<file path="src/rtl/wb_write_queue.sv">
// In-order writeback queue that feeds the register file's single write port at
// one write per cycle and exposes pending values to the forwarding path.
module wb_write_queue #(
  parameter int DEPTH      = 4,
  parameter int DATA_WIDTH = 32,
  parameter int ADDR_WIDTH = 5
) (
  input  logic                         clk,
  input  logic                         reset,
  input  logic                         alu_valid,
  input  logic [ADDR_WIDTH-1:0]        alu_rd,
  input  logic [DATA_WIDTH-1:0]        alu_value,
  input  logic                         mem_valid,
  input  logic [ADDR_WIDTH-1:0]        mem_rd,
  input  logic [DATA_WIDTH-1:0]        mem_value,
  output logic                         in_ready,
  output logic [ADDR_WIDTH-1:0]        rd_address,
  output logic [DATA_WIDTH-1:0]        rd_value,
  output logic                         reg_write,
  input  logic [ADDR_WIDTH-1:0]        lookup_address,
  output logic                         lookup_hit,
  output logic [DATA_WIDTH-1:0]        lookup_value,
  output logic [$clog2(DEPTH+1)-1:0]   count,
  output logic                         empty
);

  localparam int PW = $clog2(DEPTH);
  localparam int CW = $clog2(DEPTH+1);

  logic [ADDR_WIDTH-1:0] ent_rd_q  [DEPTH];
  logic [DATA_WIDTH-1:0] ent_val_q [DEPTH];

  logic [PW-1:0]         head_q, head_d;
  logic [PW-1:0]         tail_q, tail_d;
  logic [CW-1:0]         count_q, count_d;
  logic                  reg_write_q, reg_write_d;
  logic [ADDR_WIDTH-1:0] rd_address_q, rd_address_d;
  logic [DATA_WIDTH-1:0] rd_value_q, rd_value_d;

  logic                  acc_mem, acc_alu, pop;
  logic [PW-1:0]         alu_slot;
  logic [PW-1:0]         lk_idx;

  // Two free slots are needed so both producers can always be taken together.
  assign in_ready = (count_q <= CW'(DEPTH - 2));
  assign acc_mem  = in_ready && mem_valid && (mem_rd != '0);
  assign acc_alu  = in_ready && alu_valid && (alu_rd != '0);
  assign pop      = (count_q != '0);
  assign alu_slot = acc_mem ? tail_q + PW'(1) : tail_q;

  always_comb begin
    head_d       = head_q;
    tail_d       = tail_q + PW'(acc_mem) + PW'(acc_alu);
    count_d      = count_q + CW'(acc_mem) + CW'(acc_alu) - CW'(pop);
    reg_write_d  = pop;
    rd_address_d = rd_address_q;
    rd_value_d   = rd_value_q;
    if (pop) begin
      head_d       = head_q + PW'(1);
      rd_address_d = ent_rd_q[head_q];
      rd_value_d   = ent_val_q[head_q];
    end
  end

  always_ff @(posedge clk or posedge reset) begin
    if (reset) begin
      head_q       <= '0;
      tail_q       <= '0;
      count_q      <= '0;
      reg_write_q  <= 1'b0;
      rd_address_q <= '0;
      rd_value_q   <= '0;
    end else begin
      head_q       <= head_d;
      tail_q       <= tail_d;
      count_q      <= count_d;
      reg_write_q  <= reg_write_d;
      rd_address_q <= rd_address_d;
      rd_value_q   <= rd_value_d;
    end
  end

  // Entry storage needs no reset: occupancy is tracked by head/count alone.
  always_ff @(posedge clk) begin
    if (acc_mem) begin
      ent_rd_q[tail_q]  <= mem_rd;
      ent_val_q[tail_q] <= mem_value;
    end
    if (acc_alu) begin
      ent_rd_q[alu_slot]  <= alu_rd;
      ent_val_q[alu_slot] <= alu_value;
    end
  end

  // Scan oldest to youngest so the last match (youngest) wins; the output
  // register is older than every queued entry, so it is considered first.
  always_comb begin
    lookup_hit   = 1'b0;
    lookup_value = '0;
    lk_idx       = head_q;
    if (reg_write_q && (rd_address_q == lookup_address)) begin
      lookup_hit   = 1'b1;
      lookup_value = rd_value_q;
    end
    for (int unsigned i = 0; i < DEPTH; i++) begin
      lk_idx = head_q + PW'(i);
      if ((CW'(i) < count_q) && (ent_rd_q[lk_idx] == lookup_address)) begin
        lookup_hit   = 1'b1;
        lookup_value = ent_val_q[lk_idx];
      end
    end
    if (lookup_address == '0) begin
      lookup_hit   = 1'b0;
      lookup_value = '0;
    end
  end

  assign rd_address = rd_address_q;
  assign rd_value   = rd_value_q;
  assign reg_write  = reg_write_q;
  assign count      = count_q;
  assign empty      = (count_q == '0);

endmodule

</file>
<file path="config.mk">
export PLATFORM = sky130hd
export DESIGN_NAME = wb_write_queue
export DESIGN_NICKNAME = d
export VERILOG_FILES = /design/src/rtl/wb_write_queue.sv
export SDC_FILE = /design/constraint.sdc
export NUM_CORES = 1
export LEC_CHECK = 0
export ABC_CLOCK_PERIOD_IN_PS = 4700
export BUFFER_PORTS_ARGS = -buffer_cell sky130_fd_sc_hd__buf_4
export CAP_MARGIN = 20
export CORE_MARGIN = 4
export CORE_UTILIZATION = 55
export DETAILED_ROUTE_END_ITERATION = 16
export PLACE_DENSITY = 0.73
export SLEW_MARGIN = 15
export SYNTH_ARGS = -nofsm -noshare
export SYNTH_HDL_FRONTEND = slang
export SYNTH_SLANG_ARGS = --single-unit
export TNS_END_PERCENT = 5
</file>
<file path="constraint.sdc">
create_clock -name clk -period 4.7 [get_ports clk]
set_input_delay 0.705 -clock clk [delete_from_list [all_inputs] [get_ports clk]]
set_output_delay 0.705 -clock clk [all_outputs]
set_load 0.05 [all_outputs]
</file>
=== Word-level counts from Yosys, hierarchy flattened ===
Memory sizes are Yosys's and may differ from the RTL's.
Index checks and enable logic that the tools add are counted.

* Add/sub/neg operators: 9
* $mul: 0
* Divide/modulo/power cells: 0
* Order comparisons: 5
* Equal/unequal tests: 5
* Shifts and indexed selects: 0
* Multiplexer cells: 17
* Bitwise gates (word level): 0
* Reductions and logical operators: 14

{| class="wikitable"
|+ Operators by type and width
! kind !! number
|-
| 32-bit 2-to-1 mux || 6
|-
| 5-bit == test || 5
|-
| 1-bit 2-to-1 mux || 10
|-
| 5-bit nonzero test || 2
|-
| 1-bit logical AND || 9
|-
| 3-bit by 1-bit adder with 3-bit output || 2
|-
| 1-bit by 3-bit < comparator with 1-bit output, first input constant || 2
|-
| 2-bit by 3-bit < comparator with 1-bit output, first input constant || 2
|-
| 5-bit zero test || 1
|-
| 2-bit by 1-bit adder with 2-bit output || 2
|-
| 2-bit by 1-bit adder with 2-bit output, second input constant || 2
|-
| 2-bit adder, second input constant || 2
|-
| 3-bit by 2-bit less-or-equal comparator with 1-bit output, second input constant || 1
|-
| 3-bit zero test || 1
|-
| 3-bit nonzero test || 1
|-
| 3-bit by 1-bit subtractor with 3-bit output || 1
|-
| 2-bit 2-to-1 mux || 1
|}

* Flip-flop bits (word level): 45
* Bits in latches: 0
* Bits in writable memories: 148
* ROM bits: 0
* Input port bits: 83
* Output and inout port bits: 76
* Logic and storage cells: 58
* Memories: 2

{| class="wikitable"
|+ Memory list
! memory !! depth !! bits a word !! read ports !! clocked after memory_dff !! write ports !! line !! source
|-
| ent_val_q || 4 || 32 || 4 || 0 || 2 || 31 || <nowiki>logic [DATA_WIDTH-1:0] ent_val_q [DEPTH];</nowiki>
|-
| ent_rd_q || 4 || 5 || 4 || 0 || 2 || 30 || <nowiki>logic [ADDR_WIDTH-1:0] ent_rd_q [DEPTH];</nowiki>
|}

=== Logic depth before layout (Yosys ltp) ===
Gate-level depths: netlist of run 1.

* Depth in word-level cells: 8
* Depth in mapped cells: 13
* Mapped depth without buffers: 10

=== Least setup slack after synthesis of run 1 ===
No wires, ideal clock.

* Path kind: reg-to-reg
* Start point: register count_q[2], in the netlist count[2]
* End point: memory ent_rd_q[3][0], enable pin
* Setup time: 0.393 ns
* Data arrival time: 3.647 ns
* Data required time: 4.307 ns
* Slack: 0.660 ns
* Stages on the path, launching flop included: 13
* Path buffers: 3
* Period minus slack after synthesis: 4.040 ns
* Cells stage by stage: dfrtp_1 -> inv_1 -> buf_1 -> ha_1 -> o21ai_0 -> nand2_1 -> nand2_1 -> inv_2 -> or3_1 -> a21oi_1 -> buf_4 -> buf_6 -> a21o_1

{| class="wikitable"
|+ RTL lines
! what !! line !! source
|-
| from (decl) || 35 || <nowiki>logic [CW-1:0] count_q, count_d;</nowiki>
|-
| from (signal assigned) || 76 || <nowiki>count_q <= count_d;</nowiki>
|-
| to (decl) || 30 ||
|}

=== Worst setup path in the final report of run 1 ===
* Start point: register head_q[1]
* End point: output lookup_value[10]

* Word-level cells in the longest chain between the ends: 8
* Elaborated cells on any way between the ends: 18
* Those cells by class: 3 x add/sub; 4 x eq/ne; 5 x mux; 4 x reduce/logical; 2 x memory

{| class="wikitable"
|+ RTL lines
! what !! line !! source
|-
| from (decl) || 33 || <nowiki>logic [PW-1:0] head_q, head_d;</nowiki>
|-
| from (signal assigned) || 67 || <nowiki>head_q <= '0;</nowiki>
|-
| from (signal assigned) || 74 || <nowiki>head_q <= head_d;</nowiki>
|-
| 2-bit by 1-bit adder with 2-bit output / memory read 4 x 5 bit (equally long branches) || -- ||
|-
| memory read 4 x 5 bit / 5-bit == test (equally long branches) || -- ||
|-
| 5-bit == test / 1-bit logical AND (equally long branches) || 107 || <nowiki>if ((CW'(i) < count_q) && (ent_rd_q[lk_idx] == lookup_address)) begin</nowiki>
|-
| 1-bit logical AND / 32-bit 2-to-1 mux (equally long branches) || 107 ||
|-
| 32-bit 2-to-1 mux (2 in a row) || 107 ||
|-
| 32-bit 2-to-1 mux * || 107 ||
|-
| 32-bit 2-to-1 mux * || 112 || <nowiki>if (lookup_address == '0) begin</nowiki>
|-
| to (decl) || 22 || <nowiki>output logic [DATA_WIDTH-1:0] lookup_value,</nowiki>
|}

Every way passes the cells marked *; elsewhere a longest branch is shown, timed or not.

==> metrics.txt, run 1 <==
mean area per synthesized cell 12.4 um2; core area 25,400 um2; first-pass GRT wire length 62.6 mm; CTS H-tree depth 4; max-slew violation count 0; Cell Rows 58; Synth async-reset ratio 23.3%; most used cell, CP buf_4; WP data required ~4.0 ns; R2R setup slack 1.03 ns; r2r worst-path depth 7; die area 28,700 um2; register area 5580 um2; Syn-to-layout area delta 13.9%; Initial Util between 50% and 60%; Yosys warning total 0; final wirelength 40.2 mm; Die Wd between 150 and 200 um; clk_lat worst skew 0.44 ns; Starting DRT DRC Count 1,199; final net count 1,340; Clock transition at path regs 0.08 ns; GR Util All Layers between 20% and 30%; # DRC 0; Resized cells post-CTS 0; Slew HR between 30 and 40%; clock buffer depth 2; worst r2r src count[2]; GPL Wtd Cong just under 0.9; power per standard cell area 761 nW/um2; slowest stage cell on the critical path dfrtp_4; Multi-input gate area 7970 um2; layout cell share with drive strength beyond 1 32.2%; Seq cells post-synth 193; skew final 0.0155 ns; wire length per cell 25.3 um; PortBufs 158; critical-path cell list buf_4 -> mux4_2 -> xnor2_2 -> nand4_4 -> nor2_4 -> or3_1 -> buf_12 -> o211a_1 -> buf_4; Critical Path Sink Type primary output; CP Buf/Inv Count 3; RSZ-0062 raised after global routing false; Seq/Total Area, Yosys 38.9%; Post-synth top flop edfxtp_1; Max Cap Viol 0; Max Freq 231 MHz; n_diodes 0; Worst Path Arrival ~3.6 ns; Final setup viols 0; DP HPWL between 20 and 30 mm; static leakage 6.02 nW; critical path class flip-flop to primary output; iteration count of the initial detailed-routing pass 6; worst-margin pin slew about 1.0 ns; synthesized area 14,300 um2; Tot Pwr 12.4 mW; Post-Syn Instances roughly 1,200; IO Count about 160; Setup TNS Final 0 ns; initial antenna violation count 0; Cell variety after synth 50; fin crit share 92.3%; filler instances 1,937; CTS Buf Count 17; WHS 0.353 ns; number of enable flip-flop cells after synthesis 148; Synth Net Count 1,248; Crit path largest cell delay around 0.57 ns; Post-CTS Hold Buffers 0; vias in the first global route 11,200; CTS sink count 193; Max IR drop VDD 0.000573 V; final hold violation count 0; FF-to-FF End ent_val_q[1][18]; vias 10,900; Setup WS pre-CTS 0.568 ns; CP Launch Type flip-flop; antenna viol nets, final 0; critical path's top delay family buffers and inverters; final worst-path setup slack 0.362 ns; CTS root buf clkbuf_16; CTS tree done; total gr overflow 0; Tmin final 4.34 ns; Die Height 169 um; largest net degree at the start of global routing 131; vias per inst 6.87; outcome finished clean; Worst Hold Class input pin to async pin; Worst Path Max Fanout 34; post-CTS setup buffers 0
## power breakdown
| part | switching (mW) | internal (mW) |
|---|---|---|
| logic | 4.72 | 3.03 |
| clock network | 0.679 | 0.809 |
| registers | 0.590 | 2.59 |
| total | 5.99 | 6.43 |
## area by class of cell
type,count,area share (%)
clock buffers,19,2.71
clock inverters,13,0.920
inverters,68,1.56
multi-input cells,774,48.8
flip-flops and latches,193,34.2
well taps,330,2.53
repair buffers,193,9.26
## state kept, by name, indices dropped and copies added (netlist names)
name and count:
rd_address 5, head_q 2, reg_write 1, ent_val_q 128, rd_value 32, tail_q 2, count 3, ent_rd_q 20
## logic make-up (layout without fill, tap and decap cells)
logic type / after synthesis / after routing / synth area share, %
adders and majority gates: 10 / 10 / 1.03
xor gates and xnor gates: 29 / 29 / 2.14
AOI/OAI and AO/OA: 220 / 220 / 10.1
and+or+nand+nor: 214 / 214 / 7.68
muxes: 301 / 301 / 33.9
buffers and inverters: 188 / 293 / 6.23
DFF: 193 / 193 / 38.9
## cell usage in the layout, fill, tap and decap left out, types with 4 or more instances in the layout
cell,count
ha_1,7
clkbuf_16,17
xor2_1,9
xnor2_1,13
nand3_1,7
nor3_1,30
o21ai_4,4
a311o_1,4
inv_1,65
a211oi_1,27
buf_12,5
and3_1,4
nand2_1,54
buf_4,188
nor2_1,35
mux2_2,21
mux2i_1,10
dfrtp_1,43
nand4_1,60
o211a_1,27
mux2_1,138
a21o_1,5
mux4_2,132
xnor2_2,4
o211ai_1,35
edfxtp_1,148
a21oi_1,34
o21ai_0,71
clkinvlp_4,4
a31oi_1,6
inv_6,4
or3_1,7
## synth_stat cells, types with 13 or more instances
cell type / n / area (um2)
o21ai_0: 72 / 360
buf_2: 34 / 170
dfrtp_1: 45 / 1130
a211oi_1: 27 / 203
o211ai_1: 35 / 263
nand2_1: 56 / 210
clkbuf_1: 52 / 195
inv_1: 66 / 248
nor3_1: 30 / 150
o211a_1: 27 / 270
a21oi_1: 35 / 175
nand4_1: 60 / 375
xnor2_1: 13 / 114
edfxtp_1: 148 / 4440
nor2_1: 35 / 131
mux2_1: 138 / 1550
mux2_2: 21 / 236
mux4_2: 132 / 2970
## per-stage QoR
| stage | utilization [%] | instances | cell area, um2 |
|---|---|---|---|
| after detailed placement | 61.9 | 1558 | 15700 |
| after floorplan | - | 1155 | 14300 |
| after global placement | 61.9 | 1558 | 15700 |
| after global routing | 64.3 | 1590 | 16300 |
| after CTS | 64.3 | 1590 | 16300 |
| final | 64.3 | 1590 | 16300 |
## worst max path at each step
stage	cells past startpoint	slack [ns]	from	end
2_1_floorplan	12	0.66	count[2]	ent_rd_q[3][0]
6_report	9	0.36	head_q[1]	lookup_value[10]
5_1_grt	9	0.18	head_q[1]	lookup_value[10]
3_3_place_gp	8	0.74	head_q[1]	lookup_value[31]
3_5_place_dp	8	0.57	head_q[1]	lookup_value[10]
4_1_cts	8	0.08	head_q[1]	lookup_value[9]
## metal layers
| metal | part of all wire (%) | track usage (%) | vias to the layer above |
|---|---|---|---|
| met5 | 0 | 0 | - |
| met4 | 3.6 | 11.4 | 0 |
| met3 | 9.6 | 5.45 | 120 |
| met2 | 49 | 46.8 | 645 |
| met1 | 38 | 37.1 | 5427 |
| li1 | - | - | 4739 |
Power figures use the tool's default switching activity.
==> inputs of run 2 (changes only) <==
Settings changed: CTS_BUF_LIST set to sky130_fd_sc_hd__clkbuf_2 sky130_fd_sc_hd__clkbuf_4 sky130_fd_sc_hd__clkbuf_8, SKIP_CTS_REPAIR_TIMING set to 1.
==> run 2 against run 1 <==
Critical path type unchanged. Count of clock-buffer cells in the layout is the same. Hold slack lost 0.048 ns. Fmax shrank 1.2%. Critical endpoint is now lookup_value[9].
==> metrics.txt, run 2 (synthesized netlist as in run 1, its figures left out) <==
CTS H-tree depth 4 (unchanged); Slew HR 30.1% (-0.47 points); CTS Buf Count 17 (unchanged); Max Cap Viol 0 (unchanged); Worst Hold Class input pin to async pin; CTS tree done; worst-margin pin slew 1.05 ns (+0.00701 ns); # DRC 0 (unchanged); placed cell areas 15,700 um2 (unchanged); outcome finished clean; power per standard cell area 748 nW/um2 (-1.6%); skew final 0.0289 ns (+0.0134 ns); largest net degree at the start of global routing 131 (unchanged); CTS sink count 193 (unchanged); Final Util 63.5% (-0.74 points); Critical Path Sink Type primary output; final hold violation count 0 (unchanged); Comb power frac 64.3% (+1.9 points); GR Util All Layers 28.1% (-0.14 points); Setup TNS Final 0 ns (unchanged); Tot Pwr 12.1 mW (-2.8%); static leakage 5.94 nW (-1.4%); max reg flops 128 (unchanged); Starting DRT DRC Count 1,185 (-1.2%); WP data required 3.99 ns (about the same); Initial Util 56.4% (unchanged); vias per inst 6.91 (+0.48%); wire length per cell 25.3 um (about the same); Clock power frac 9.4% (-2.6 points); antenna viol nets, final 0 (unchanged); Clock transition at path regs 0.12 ns (+0.04 ns); Die Height 169 um (unchanged); clock buffer depth 2 (unchanged); Die Wd 169 um (unchanged); vias 11,000 (+0.48%); PortBufs 158 (unchanged); final wirelength 40.2 mm (about the same); total gr overflow 0 (unchanged); Syn-to-layout area delta 12.6%; final worst-path setup slack 0.312 ns (-0.0506 ns); CTS root buf clkbuf_8; Top reg by flops ent_val_q; max-slew violation count 0 (unchanged); IO Count 159 (unchanged); CP Launch Type flip-flop; Tmin final 4.39 ns (+0.0506 ns); Final setup viols 0 (unchanged); initial antenna violation count 0 (unchanged); die area 28,700 um2 (unchanged); sw frac 49.3% (+1.1 points); layout cell share with drive strength beyond 1 32.3% (+0.079 points); GPL Wtd Cong 0.877 (unchanged); P_sw 5.95 mW (-0.57%); most common cell after layout, fill and taps aside buf_4; DP HPWL 26.0 mm (unchanged); vias in the first global route 11,100 (-0.16%); Cells after DPL 1,558 (unchanged); Setup WS pre-CTS 0.568 ns (unchanged); final net count 1,340 (unchanged); Worst Path Arrival 3.68 ns (+0.05 ns); RSZ-0062 raised after global routing false; core area 25,400 um2 (unchanged); WHS 0.305 ns (-0.0477 ns); P_int 6.12 mW (-4.8%); Post-Layout Cell Count 1,590 (unchanged); clk_lat worst skew 0.48 ns (+0.04 ns); Sequential Power Share 26.3% (+0.7 points); iteration count of the initial detailed-routing pass 5 (-1); first-pass GRT wire length 62.3 mm (-0.49%); Worst Path Max Fanout 34 (unchanged); most frequent cells in the layout buf_4 (188), edfxtp_1 (148), mux2_1 (138), mux4_2 (132), o21ai_0 (71); critical path class flip-flop to primary output; Cell Rows 58 (unchanged); Max Freq 228 MHz (-1.2%); Max IR drop VDD 0.000566 V (-1.1%); n_diodes 0 (unchanged); post-route cell area 16,100 um2 (-1.1%); fin crit share 93.4% (+1.1 points)
run 2: cell counts in the layout (fill, tap and decap cells not counted):
Identical to the previous run, type by type.
run 2: power groups by stage:
stage                     Combinational [mW]  Sequential, mW  Clock [mW]
final                                   7.76            3.17        1.14
after global routing                    8.21            3.25        1.23
after CTS                               7.72            3.16        1.15
after detailed placement                7.69            3.19           0
after global placement                  7.57            3.15           0
after floorplan                         5.22            3.57           0
run 2: critical path, stage by stage, from the launching register on:
cell and delay (ns):
dfrtp_4 0.58, buf_4 0.47, mux4_2 0.41, xnor2_1 0.26, o21ai_4 0.14, or2_2 0.57
o21ai_0 0.36, o211a_1 0.21, buf_4 0.20
run 2: routing by layer:
| metal | GRT usage [%] | vias up | share of wire [%] | routed length, um |
|---|---|---|---|---|
| li1 | - | 4733 | - | - |
| met1 | 36.9 | 5491 | 37 | 15000 |
| met2 | 46.8 | 652 | 50 | 20000 |
| met3 | 5.71 | 107 | 9.6 | 3860 |
| met4 | 10.4 | 0 | 3.2 | 1290 |
| met5 | 0 | - | 0 | 0 |
run 2: path summary, 6_finish.rpt:
check                              from         endpoint  slack (ns)  cells past startpoint
max reg2reg                    count[2]  ent_val_q[1][6]        0.95                      7
min                               reset     rd_value[24]        0.31                      2
max in group asynchronous         reset        head_q[1]        3.56                      3
max                           head_q[1]  lookup_value[9]        0.31                      8
min in group clk           rd_value[28]     rd_value[28]        0.52                      2
min reg2reg                rd_value[28]     rd_value[28]        0.52                      2
run 2: layout make-up:
type,count,area (um2)
clock buffer,19,255
clock inverter,13,150
fill,1961,9260
inverter,68,255
multi-input combinational,774,7970
sequential,193,5580
tap,330,413
timing repair buffer,193,1510
